**config.mk**
```make
export PLATFORM = sky130hd
export DESIGN_NAME = bsg_vanilla_remote_load_wb
export DESIGN_NICKNAME = d
export VERILOG_FILES = /design/src/rtl/bsg_vanilla_remote_load_wb.sv
export SDC_FILE = /design/constraint.sdc
export NUM_CORES = 1
export LEC_CHECK = 0
export BUFFER_PORTS_ARGS = -buffer_cell sky130_fd_sc_hd__buf_2
export CAP_MARGIN = 20
export CORE_ASPECT_RATIO = 0.6
export CORE_MARGIN = 1.5
export CORE_UTILIZATION = 42
export CTS_BUF_LIST = sky130_fd_sc_hd__clkbuf_16
export CTS_CLUSTER_SIZE = 8
export DETAILED_ROUTE_END_ITERATION = 12
export SYNTH_ARGS = -nofsm -noshare
export SYNTH_HDL_FRONTEND = slang
export SYNTH_SLANG_ARGS = --single-unit
```
**constraint.sdc**
```tcl
create_clock -name clk_i -period 3.4 [get_ports clk_i]
set_input_delay 0.51 -clock clk_i [delete_from_list [all_inputs] [get_ports clk_i]]
set_output_delay 0.51 -clock clk_i [all_outputs]
set_load 0.01 [all_outputs]
```
**src/rtl/bsg_vanilla_remote_load_wb.sv**
```systemverilog
// Remote load response writeback: in-order FIFO feeding the integer / FP regfile writeback ports.
// Optional BSG_VANILLA_RLWB_STALL_CNT_EN adds stall_cnt_o, a saturating count of stalled writeback cycles.
module bsg_vanilla_remote_load_wb #(
  parameter int els_p          = 4,
  parameter int reg_id_width_p = 5,
  parameter int data_width_p   = 32,
  localparam int lg_els_lp     = $clog2(els_p),
  localparam int resp_width_lp = 6 + reg_id_width_p + data_width_p
) (
  input  logic                      clk_i,
  input  logic                      reset_n_i,
  input  logic                      resp_v_i,
  input  logic [resp_width_lp-1:0]  resp_i,
  output logic                      resp_ready_o,
  output logic                      int_wb_v_o,
  output logic [reg_id_width_p-1:0] int_wb_rd_o,
  output logic [data_width_p-1:0]   int_wb_data_o,
  input  logic                      int_wb_yumi_i,
  output logic                      fp_wb_v_o,
  output logic [reg_id_width_p-1:0] fp_wb_rd_o,
  output logic [data_width_p-1:0]   fp_wb_data_o,
  input  logic                      fp_wb_yumi_i,
  output logic [lg_els_lp:0]        count_o
`ifdef BSG_VANILLA_RLWB_STALL_CNT_EN
  , output logic [31:0]             stall_cnt_o
`endif
);

  typedef struct packed {
    logic                      float_wb;
    logic [reg_id_width_p-1:0] reg_id;
    logic                      is_unsigned_op;
    logic                      is_byte_op;
    logic                      is_hex_op;
    logic [1:0]                part_sel;
    logic [data_width_p-1:0]   data;
  } resp_s;

  localparam logic [lg_els_lp:0] full_lp = (lg_els_lp + 1)'(els_p);

  logic [resp_width_lp-1:0] mem_r [els_p];
  logic [lg_els_lp-1:0]     rd_ptr_r, wr_ptr_r;
  logic [lg_els_lp:0]       count_r;

  resp_s                    head;
  logic                     nonempty, enq, deq, drop;
  logic [7:0]               byte_sel;
  logic [15:0]              hex_sel;
  logic [data_width_p-1:0]  wb_data;

  assign head         = resp_s'(mem_r[rd_ptr_r]);
  assign nonempty     = (count_r != '0);
  assign resp_ready_o = (count_r != full_lp);
  assign enq          = resp_v_i & resp_ready_o;

  assign fp_wb_v_o  = nonempty & head.float_wb;
  assign int_wb_v_o = nonempty & ~head.float_wb & (head.reg_id != '0);
  assign drop       = nonempty & ~head.float_wb & (head.reg_id == '0);
  assign deq        = (int_wb_v_o & int_wb_yumi_i) | (fp_wb_v_o & fp_wb_yumi_i) | drop;

  always_comb begin
    byte_sel = head.data[{head.part_sel, 3'b000} +: 8];
    hex_sel  = head.data[{head.part_sel[1], 4'b0000} +: 16];
    wb_data  = head.data;
    if (head.is_byte_op)
      wb_data = {{(data_width_p-8){~head.is_unsigned_op & byte_sel[7]}}, byte_sel};
    else if (head.is_hex_op)
      wb_data = {{(data_width_p-16){~head.is_unsigned_op & hex_sel[15]}}, hex_sel};
  end

  // Storage contents are undefined after reset, so the head is masked to zero while empty.
  assign int_wb_rd_o   = nonempty ? head.reg_id : '0;
  assign fp_wb_rd_o    = nonempty ? head.reg_id : '0;
  assign int_wb_data_o = nonempty ? wb_data : '0;
  assign fp_wb_data_o  = nonempty ? wb_data : '0;
  assign count_o       = count_r;

  // NOTE: the data array has no reset; only pointers and count need one, which keeps it RAM-friendly.
  always_ff @(posedge clk_i) begin
    if (enq) mem_r[wr_ptr_r] <= resp_i;
  end

  always_ff @(posedge clk_i or negedge reset_n_i) begin
    if (!reset_n_i) begin
      rd_ptr_r <= '0;
      wr_ptr_r <= '0;
      count_r  <= '0;
    end else begin
      if (enq) wr_ptr_r <= wr_ptr_r + 1'b1;
      if (deq) rd_ptr_r <= rd_ptr_r + 1'b1;
      case ({enq, deq})
        2'b10:   count_r <= count_r + 1'b1;
        2'b01:   count_r <= count_r - 1'b1;
        default: count_r <= count_r;
      endcase
    end
  end

`ifdef BSG_VANILLA_RLWB_STALL_CNT_EN
  logic stall;
  assign stall = (int_wb_v_o & ~int_wb_yumi_i) | (fp_wb_v_o & ~fp_wb_yumi_i);

  always_ff @(posedge clk_i or negedge reset_n_i) begin
    if (!reset_n_i)                       stall_cnt_o <= '0;
    else if (stall && (stall_cnt_o != '1)) stall_cnt_o <= stall_cnt_o + 1'b1;
  end
`endif

  always @(posedge clk_i) begin
    if (reset_n_i) begin
      assert (!(int_wb_yumi_i && !int_wb_v_o)) else $error("int_wb_yumi_i without int_wb_v_o");
      assert (!(fp_wb_yumi_i && !fp_wb_v_o))   else $error("fp_wb_yumi_i without fp_wb_v_o");
      assert (!(enq && resp_i[35] && resp_i[34])) else $error("byte and hex op both set");
    end
  end

endmodule

```
### After elaboration in Yosys (flattened, before gate mapping)

Memory sizes are Yosys's and may differ from the RTL's.
Cells that the tools add are included.

| word-level totals | value |
|---|---|
| memory bits (writable) | 172 |
| flip-flop bits (word level) | 7 |
| memories | 1 |
| output and inout bits | 80 |

Memory list:

| memory | words | width | rd ports | clocked after memory_dff | wr ports | line | source |
|---|---|---|---|---|---|---|---|
| mem_r | 4 | 43 | 1 | 0 | 1 | 41 | `logic [resp_width_lp-1:0] mem_r [els_p];` |

| cells by class | value |
|---|---|
| multiplexer cells | 7 |
| bitwise logic cells | 13 |
| reductions and logical operators | 4 |
| shift operators | 2 |
| add/sub/neg operators | 4 |
| equality and inequality tests | 3 |

Operators with widths:

| operator | number |
|---|---|
| two-way mux 32 bit | 3 |
| indexed part select 32 x 6 -> 16 bit | 1 |
| indexed part select 32 x 6 -> 8 bit | 1 |
| AND 1 bit | 9 |
| one-hot mux 3 bit (2 select lines) | 1 |
| zero test 5 bit | 1 |
| two-way mux 5 bit | 1 |
| nonzero test 5 bit | 1 |
| adder 2 x 1 -> 2 bit (second input constant) | 2 |
| adder 3 x 1 -> 3 bit (second input constant) | 1 |
| != test 3 bit (second input constant) | 1 |
| nonzero test 3 bit | 1 |
| subtractor 3 x 1 -> 3 bit (second input constant) | 1 |
| == test 2 x 1 -> 1 bit (second input constant) | 1 |
| == test 2 bit (second input constant) | 1 |
| two-way mux 1 bit | 2 |
| inverter 1 bit | 2 |
| bitwise OR 1 bit | 2 |
| nonzero test 2 bit | 1 |

### Longest topological paths before layout

Gate-level depths: netlist of the first run.
An unclocked memory read counts as a cell.

| depth | value |
|---|---|
| word-level depth | 9 |
| depth in mapped cells | 13 |
| depth with buffers taken out | 10 |

### Least setup slack after synthesis of the first run

Ideal clock, no wire load.

| path | value |
|---|---|
| kind | flip-flop to output port |
| start point | register rd_ptr_r[0] |
| end point | output int_wb_data_o[4] |
| stages on the path, launching flop included | 8 |
| setup slack | 651 ps |
| required time | 2890 ps |
| path buffers | 3 |
| data arrival time | 2239 ps |
| path through | dfrtp_1 mux4_2 buf_6 clkbuf_4 mux2i_1 mux2_4 a211oi_1 buf_4 |

| between the ends | value |
|---|---|
| longest elaborated chain between the ends | 5 |

RTL lines:

| element | line | source |
|---|---|---|
| start: declaration | 42 | `logic [lg_els_lp-1:0] rd_ptr_r, wr_ptr_r;` |
| start signal: assignment | 90 | `if (deq) rd_ptr_r <= rd_ptr_r + 1'b1;` |
| memory read (4 x 43 bit) (*) | - |  |
| indexed part select 32 x 6 -> 16 bit | 63 | `hex_sel = head.data[{head.part_sel[1], 4'b0000} +: 16];` |
| two-way mux 32 bit | 67 | `else if (head.is_hex_op)` |
| two-way mux 32 bit (*) | 65 | `if (head.is_byte_op)` |
| two-way mux 32 bit (*) | - |  |
| end: declaration | 17 | `output logic [data_width_p-1:0] int_wb_data_o,` |

Every way passes the cells marked *; elsewhere a longest branch is shown, timed or not.

### Worst setup path in the final report of the first run

| path | value |
|---|---|
| start point | register rd_ptr_r[0] |
| end point | output int_wb_data_o[3] |

| between the ends | value |
|---|---|
| longest elaborated chain between the ends | 5 |

RTL lines:

| element | line | source |
|---|---|---|
| memory read (4 x 43 bit) (*) | - |  |
| indexed part select 32 x 6 -> 16 bit | 63 |  |
| two-way mux 32 bit | 67 |  |
| two-way mux 32 bit (*) | 65 |  |
| two-way mux 32 bit (*) | 74 | `assign int_wb_data_o = nonempty ? wb_data : '0;` |

Marked as above.

==> out/qor.yml, run 1 <==
via_per_inst: 5.40
status: "finished, final reports clean"
max_freq_ghz: 0.303
reg2reg_from: "rd_ptr_r[0]"
num_rows: 39
pwr-share-clk_pct: 17.6
initial_core_util_pct: 42.8
area_growth_pct: 16.9
whs_ns: 0.290
drc: 0
p_int_mw: 6.52
finalClockSkew_ns: 0.0136
r2r_slack_ns: 0.51
tightestPinTransition_ns: 0.868
synthCells: 455
final_common_cell: "edfxtp_1"
crit_required_ns: 2.89
power_leakage_nw: 3.53
avgRoutedWirePerCell_um: 21.8
gp_congestion: 0.798
crit_path_end_kind: "primary output"
syn-num-nets: 509
clk_path_buf_depth: 2
grt_pass1_vias: 4557
finalSetupTns_ns: 0
async_reset_ff_share_pct: 3.91
numCtsBuffers: 17
r2r_end: "count_o[2]"
wirelength_um: 18100
fin_area_um2: 9500
syn_area_um2: 8130
crit_start: "rd_ptr_r[0]"
layout_common_cells: "edfxtp_1, buf_2, mux4_2"
ys_ff_latch: 179
yosys-top-cells-area: "edfxtp_1, mux4_2, buf_4"
synth_edf_count: 172
place_ws_ns: 0.275
timing.max_cap.violations: 0
fin_crit_sh_pct: 96.9
grt_max_degree: 44
port_buffers: 127
power_switching_mw: 4.61
grt_use_total_pct: 18.7
die_height_um: 111
hpwlAfterDp_um: 12400
dpl_cell_area_um2: 8770
ir_drop_uv: 482
cp_max_fo: 13
placed_cells: 787
dr.pass1.iters: 4
seq_area_frac_synth_pct: 65.7
cts_tree: "built"
period_needed_ns: 3.30
clk_latency_ns: 0.43
worst-r2r-cell-count: 11
detail_route.iter0.violations: 318
clock_sinks: 179
rsz0062_at_grt: "false"
vias: 4481
relSlewSlack_pct: 41.8
overflow: 0
die-area_um2: 20200
critPathKind: "flop to primary output"
synthFlopType: "edfxtp_1"
stdcell_count: 830
h-tree-depth: 4
ioPinCount: 128
ys_types: 41
antenna_found_initial: 2
startpoint_type: "flop"
p_per_area_nw_per_um2: 1170
swShare_pct: 41.4
cp.arrival_ns: 2.79
core_area_um2: 19000
slew_violations: 0
final.setup.worst_slack_ns: 0.104
drive_above_1_share_pct: 46.7
setup.worst_path.end: "int_wb_data_o[3]"
synth.avg_cell_area_um2: 17.9
p_comb_share_pct: 54.9
clockRootBuffer: "clkbuf_16"
synth_warnings: 0
final_util_pct: 50.0
min_path_type: "primary input to flop"
fin_nets: 623
synth_top_area_share_pct: 63.6
setup_violations: 0
clk_pin_slew_ns: 0.08
synth_area_leader_cell: "edfxtp_1"
ant_nets: 0
p_seq_share_pct: 27.5
grt_pass1_wl_um: 27400
totalPowerFinal_mw: 11.1
hold_violations: 0
die_width_um: 183
## how the worst min path moves through the flow
stage                    start           end  depth (start not counted)
global placement     reset_n_i    count_o[1]                          1
CTS                 resp_i[13]  mem_r[0][13]                          1
global route         resp_i[1]   mem_r[0][1]                          1
finish               resp_i[1]   mem_r[0][1]                          1
detailed placement   reset_n_i    count_o[1]                          1
floorplan            reset_n_i    count_o[0]                          0
## Yosys cell counts (2+ instances only)
| cell | instances |
|---|---|
| a31oi_1 | 2 |
| inv_1 | 8 |
| mux4_2 | 42 |
| a32oi_1 | 9 |
| mux2i_1 | 20 |
| nor3_1 | 3 |
| o31ai_1 | 2 |
| and2_1 | 3 |
| a211oi_1 | 17 |
| clkbuf_1 | 3 |
| xor2_1 | 2 |
| and3_1 | 12 |
| a22oi_2 | 12 |
| nor2_1 | 4 |
| ha_1 | 5 |
| nor2b_1 | 8 |
| mux2_4 | 10 |
| xnor2_1 | 4 |
| a22oi_1 | 3 |
| nand2_1 | 32 |
| buf_4 | 42 |
| buf_12 | 2 |
| o21ai_0 | 2 |
| buf_2 | 9 |
| dfrtp_1 | 7 |
| buf_6 | 6 |
| edfxtp_1 | 172 |
## critical path, stage by stage, from the launching register on
cell	delay (ns)
dfrtp_2	0.46
mux4_2	0.54
buf_4	0.23
mux2i_1	0.14
mux2_4	0.28
a211oi_2	0.41
buf_4	0.18
buf_2	0.12
## layer usage
metal	share of wire, %	up-vias	track usage (%)
li1	-	2016	-
met1	47	2283	27.3
met2	45	175	27.6
met3	7.8	7	5.35
met4	0.45	0	4.85
met5	0	-	0
## cell families (layout without fill, tap and decap cells)
kind of cell | Yosys count | after routing | share of synthesized area [%]
multiplexers | 74 | 74 | 16.3
adder cells (fa/ha/maj) | 6 | 6 | 1.02
flip-flops | 179 | 179 | 65.7
buffers and inverters | 72 | 199 | 6.42
AND/OR/NAND/NOR | 68 | 68 | 4.33
AO/OA/AOI/OAI | 50 | 50 | 5.61
other | 0 | 2 | 0
XOR/XNOR | 6 | 6 | 0.647
## area by class of cell
class,instances,area [um^2]
clock inverters,15,184
inverters,8,33.8
fillers,1595,9480
repair buffers,159,907
diodes,2,5.00
multi-input cells,204,2290
clock buffers,17,425
flip-flops and latches,179,5340
well taps,246,308
## registers in the layout, indices dropped and copies added, names as in the netlist
signal	flops
wr_ptr_r	2
count_o	3
rd_ptr_r	2
mem_r	172
## power by group through the flow
stage          logic [mW]  clock network (mW)  registers (mW)
2_1_floorplan        4.61                   0            3.07
3_3_place_gp         5.93                   0            3.09
3_5_place_dp         5.97                   0            3.12
4_1_cts              6.01                2.01            3.07
5_1_grt              6.57                2.08            3.11
6_report             6.11                1.96            3.06
## what timing repair did
item	CTS	global route
hold buffers	1	0
pin swaps	0	1
setup buffers	2	6
endpoints found under the hold margin	7	0
endpoints found under the setup margin	34	52
resized for setup	1	5
(Power assumes the default switching activity.)
==> run 2, diff against run 1 <==
CELL_PAD_IN_SITES_DETAIL_PLACEMENT = 1   (was not set)
CELL_PAD_IN_SITES_GLOBAL_PLACEMENT = 1   (was not set)
PLACE_DENSITY_LB_ADDON = 0.1   (was not set)
==> out/qor.yml, run 2 (same netlist as run 1, synthesis figures left out) <==
cp.arrival_ns: 2.79
crit_path_end_kind: "primary output"
hpwlAfterDp_um: 13100
clock_sinks: 179
ant_nets: 0
area_growth_pct: 17.0
tightestPinTransition_ns: 0.755
dr.pass1.iters: 4
largest_reg_flops: 172
gp_congestion: 0.739
fin_crit_sh_pct: 97.1
final_common_cell: "edfxtp_1"
place_ws_ns: 0.0577
regMostFlops: "mem_r"
overflow: 0
ioPinCount: 128
h-tree-depth: 4
cp_max_fo: 11
grt_pass1_vias: 4674
final_util_pct: 50.1
rsz0062_at_grt: "false"
max_stage_delay_ns: 0.62
antenna_found_initial: 0
cts_tree: "built"
finalSetupTns_ns: 0
power_leakage_nw: 3.53
die_height_um: 111
crit_chain: "mux4_2 -> nor3b_2 -> a22oi_2 -> buf_4 -> a32oi_1 -> buf_2"
slew_violations: 0
numCtsBuffers: 17
crit_buf_inv: 2
layout_common_cells: "edfxtp_1, buf_2, mux4_2"
period_needed_ns: 3.30
hold_violations: 0
clk_pin_slew_ns: 0.07
drive_above_1_share_pct: 47.2
grt_max_degree: 44
clockRootBuffer: "clkbuf_16"
fin_nets: 626
clk_path_buf_depth: 2
clk_latency_ns: 0.43
crit_family: "multiplexers"
max_freq_ghz: 0.303
die_width_um: 183
via_per_inst: 5.46
avgRoutedWirePerCell_um: 23.6
timing.max_cap.violations: 0
num_rows: 39
initial_core_util_pct: 42.8
vias: 4541
wirelength_um: 19600
relSlewSlack_pct: 49.6
final.setup.worst_slack_ns: 0.0976
num_antenna_cells: 0
critPathKind: "flop to primary output"
grt_use_total_pct: 20.2
setup_violations: 0
die-area_um2: 20200
core_area_um2: 19000
port_buffers: 127
startpoint_type: "flop"
crit_required_ns: 2.89
crit_slowest_cell: "mux4_2"
status: "finished, final reports clean"
min_path_type: "primary input to flop"
grt_pass1_wl_um: 29400
detail_route.iter0.violations: 478
drc: 0
finalClockSkew_ns: 0.0118
ir_drop_uv: 407
p_per_area_nw_per_um2: 1190
## run 2: path summary, 6_finish.rpt
check / from / end / slack [ns] / cells after the start
worst max-delay path: rd_ptr_r[0] / fp_wb_data_o[8] / 0.1 / 6
worst min-delay path: resp_i[29] / mem_r[1][29] / 0.30 / 1
worst max register to register: rd_ptr_r[0] / count_o[2] / 0.29 / 11
worst min register to register: count_o[0] / count_o[0] / 0.59 / 1
max in group asynchronous: reset_n_i / rd_ptr_r[0] / 2.75 / 2
min in group asynchronous: reset_n_i / count_o[1] / 0.45 / 2
## run 2: cell type report
type	count	area, um^2
clock buffers	17	425
clock inverters	15	153
fillers	1824	9480
inverters	8	30.0
multi-input cells	205	2320
flip-flops and latches	179	5350
well taps	246	308
repair buffers	161	922
## run 2: power breakdown
| group | internal, mW | leakage [nW] | switching, mW |
|---|---|---|---|
| combinational | 2.65 | 1.59 | 3.58 |
| sequential | 2.93 | 1.66 | 0.196 |
| clock | 1.09 | 0.281 | 0.842 |
## run 2: layer usage
metal	GRT usage [%]	vias up	wire, um
li1	-	2020	-
met1	31.3	2346	9320
met2	29.4	162	8650
met3	3.78	13	1520
met4	4.79	0	154
met5	0	-	0
## run 2: per-stage QoR
step | std cells | total power, mW | hold WS (ns) | area (um^2)
2_1_floorplan | 455 | 7.69 | 0.214 | 8130
3_3_place_gp | 783 | 8.98 | 0.353 | 8740
3_5_place_dp | 783 | 9.08 | 0.365 | 8740
4_1_cts | 823 | 11.3 | 0.284 | 9430
5_1_grt | 831 | 11.9 | 0.289 | 9510
6_report | 831 | 11.3 | 0.299 | 9510
## run 2: what timing repair did
item	4_1_cts	5_1_grt
endpoints found under the setup margin	60	61
cloned	1	0
gates resized for setup	8	4
buffers inserted	6	8
endpoints found under the hold margin	7	0
hold buffers	1	0
pin swaps	2	0
==> run 3, diff against run 2 <==
--- a/config.mk
+++ b/config.mk
@@ -9,4 +9,2 @@
 export CAP_MARGIN = 20
-export CELL_PAD_IN_SITES_DETAIL_PLACEMENT = 1
-export CELL_PAD_IN_SITES_GLOBAL_PLACEMENT = 1
 export CORE_ASPECT_RATIO = 0.6
@@ -17,3 +15,2 @@
 export DETAILED_ROUTE_END_ITERATION = 12
-export PLACE_DENSITY_LB_ADDON = 0.1
 export SYNTH_ARGS = -nofsm -noshare
==> constraint.sdc (replaced) <==
create_clock -name clk_i -period 3.4 [get_ports clk_i]
set_input_delay 0.34 -clock clk_i [delete_from_list [all_inputs] [get_ports clk_i]]
set_output_delay 0.34 -clock clk_i [all_outputs]
set_load 0.01 [all_outputs]
==> out/qor.yml, run 3 (same netlist as run 1, synthesis figures left out) <==
via_per_inst: 5.51
clk_path_buf_depth: 2
final_common_cell: "edfxtp_1"
initial_core_util_pct: 42.8
max_freq_ghz: 0.304
dr.pass1.iters: 4
worst-r2r-cell-count: 11
relSlewSlack_pct: 53.6
num_rows: 39
hold_violations: 0
clockRootBuffer: "clkbuf_16"
clk_latency_ns: 0.43
area_growth_pct: 16.2
vias: 4548
core_area_um2: 19000
cp_max_fo: 16
slew_violations: 0
fin_nets: 618
nFillCells: 1601
ant_nets: 0
clock_sinks: 179
tightestPinTransition_ns: 0.692
crit_start: "rd_ptr_r[0]"
dpl_cell_area_um2: 8760
period_needed_ns: 3.29
crit_required_ns: 3.06
timing.max_cap.violations: 0
ioPinCount: 128
gp_congestion: 0.760
drive_above_1_share_pct: 45.9
status: "finished, final reports clean"
grt_max_degree: 23
regArea_um2: 5350
r2r_end: "count_o[2]"
crit_path_end_kind: "primary output"
clk_pin_slew_ns: 0.07
cts_tree: "built"
min_path_type: "primary input to flop"
ir_drop_uv: 490
p_per_area_nw_per_um2: 1160
largest_reg_flops: 172
die_height_um: 111
die-area_um2: 20200
multi_input_area_um2: 2290
die_width_um: 183
grt_pass1_vias: 4547
totalPowerFinal_mw: 11.0
stdcell_count: 826
grt_pass1_wl_um: 27400
detail_route.iter0.violations: 375
fin_area_um2: 9440
critPathKind: "flop to primary output"
regMostFlops: "mem_r"
wirelength_um: 18200
h-tree-depth: 4
cp.arrival_ns: 2.95
overflow: 0
drc: 0
antenna_found_initial: 2
startpoint_type: "flop"
grt_use_total_pct: 18.8
r2r_slack_ns: 0.53
setup_violations: 0
hpwlAfterDp_um: 12800
setup.worst_path.end: "fp_wb_data_o[31]"
numCtsBuffers: 17
port_buffers: 127
reg2reg_from: "rd_ptr_r[0]"
finalSetupTns_ns: 0
rsz0062_at_grt: "false"
layout_common_cells: "edfxtp_1, buf_2, mux4_2"
finalClockSkew_ns: 0.00732
fin_crit_sh_pct: 96.7
power_leakage_nw: 3.51
placed_cells: 784
avgRoutedWirePerCell_um: 22.1
whs_ns: 0.122
==> run 3: cell types whose count changed in the layout (fill, tap and decap cells not counted), sizes merged <==
| cell | delta |
|---|---|
| diode | +3 |
| clkinv | +2 |
| buf | -7 |
| a22oi | -1 |
| bufinv | -1 |
| inv | +1 |
| clkinvlp | -2 |
==> run 3: layout make-up <==
| class | count | share of cell area, % |
|---|---|---|
| inverter | 8 | 0.318 |
| clock buffer | 17 | 4.51 |
| sequential | 179 | 56.6 |
| timing repair buffer | 154 | 9.35 |
| antenna | 3 | 0.0795 |
| clock inverter | 15 | 1.60 |
| tap | 246 | 3.26 |
| multi-input combinational | 204 | 24.2 |
==> run 3: power breakdown <==
group	total (mW)	leakage [nW]	switching [mW]	internal [mW]
registers	3.10	1.66	0.178	2.92
clock network	1.88	0.286	0.853	1.03
logic	6.00	1.57	3.48	2.53
==> run 3: repair_timing <==
| item | in CTS | in global routing |
|---|---|---|
| endpoints found under the setup margin | 6 | 44 |
| resized for setup | 2 | 3 |
| gates cloned | 0 | 0 |
| hold endpoints to repair | 7 | 0 |
| hold buffers | 1 | 0 |
| setup buffers | 2 | 4 |
==> run 3: how the worst min path moves through the flow <==
stage	from	to	depth (start not counted)
finish	resp_i[21]	mem_r[0][21]	1
global placement	reset_n_i	wr_ptr_r[0]	1
CTS	resp_i[10]	mem_r[3][10]	1
floorplan	reset_n_i	count_o[0]	0
global route	resp_i[36]	mem_r[2][36]	1
detailed placement	reset_n_i	wr_ptr_r[0]	1
==> run 3: worst max-delay path, stage by stage (launching register included) <==
cell and delay [ns]:
dfrtp_2 0.48, buf_4 0.26, mux4_2 0.59, mux2_4 0.33, a22oi_4 0.35, buf_12 0.21
a22oi_1 0.13, buf_2 0.17
==> run 3: metrics by stage <==
step	setup WS, ns	util (%)
after floorplan	0.663	-
after global placement	0.444	46.2
after detailed placement	0.404	46.2
after CTS	0.0223	49.5
after global routing	0.00443	49.7
final	0.113	49.7
==> run 3: routing by layer <==
metal	track usage, %	up-vias	routed length, um
li1	-	2004	-
met1	27.6	2344	8730
met2	27.3	183	7990
met3	5.91	17	1340
met4	4.19	0	182
met5	0	-	0
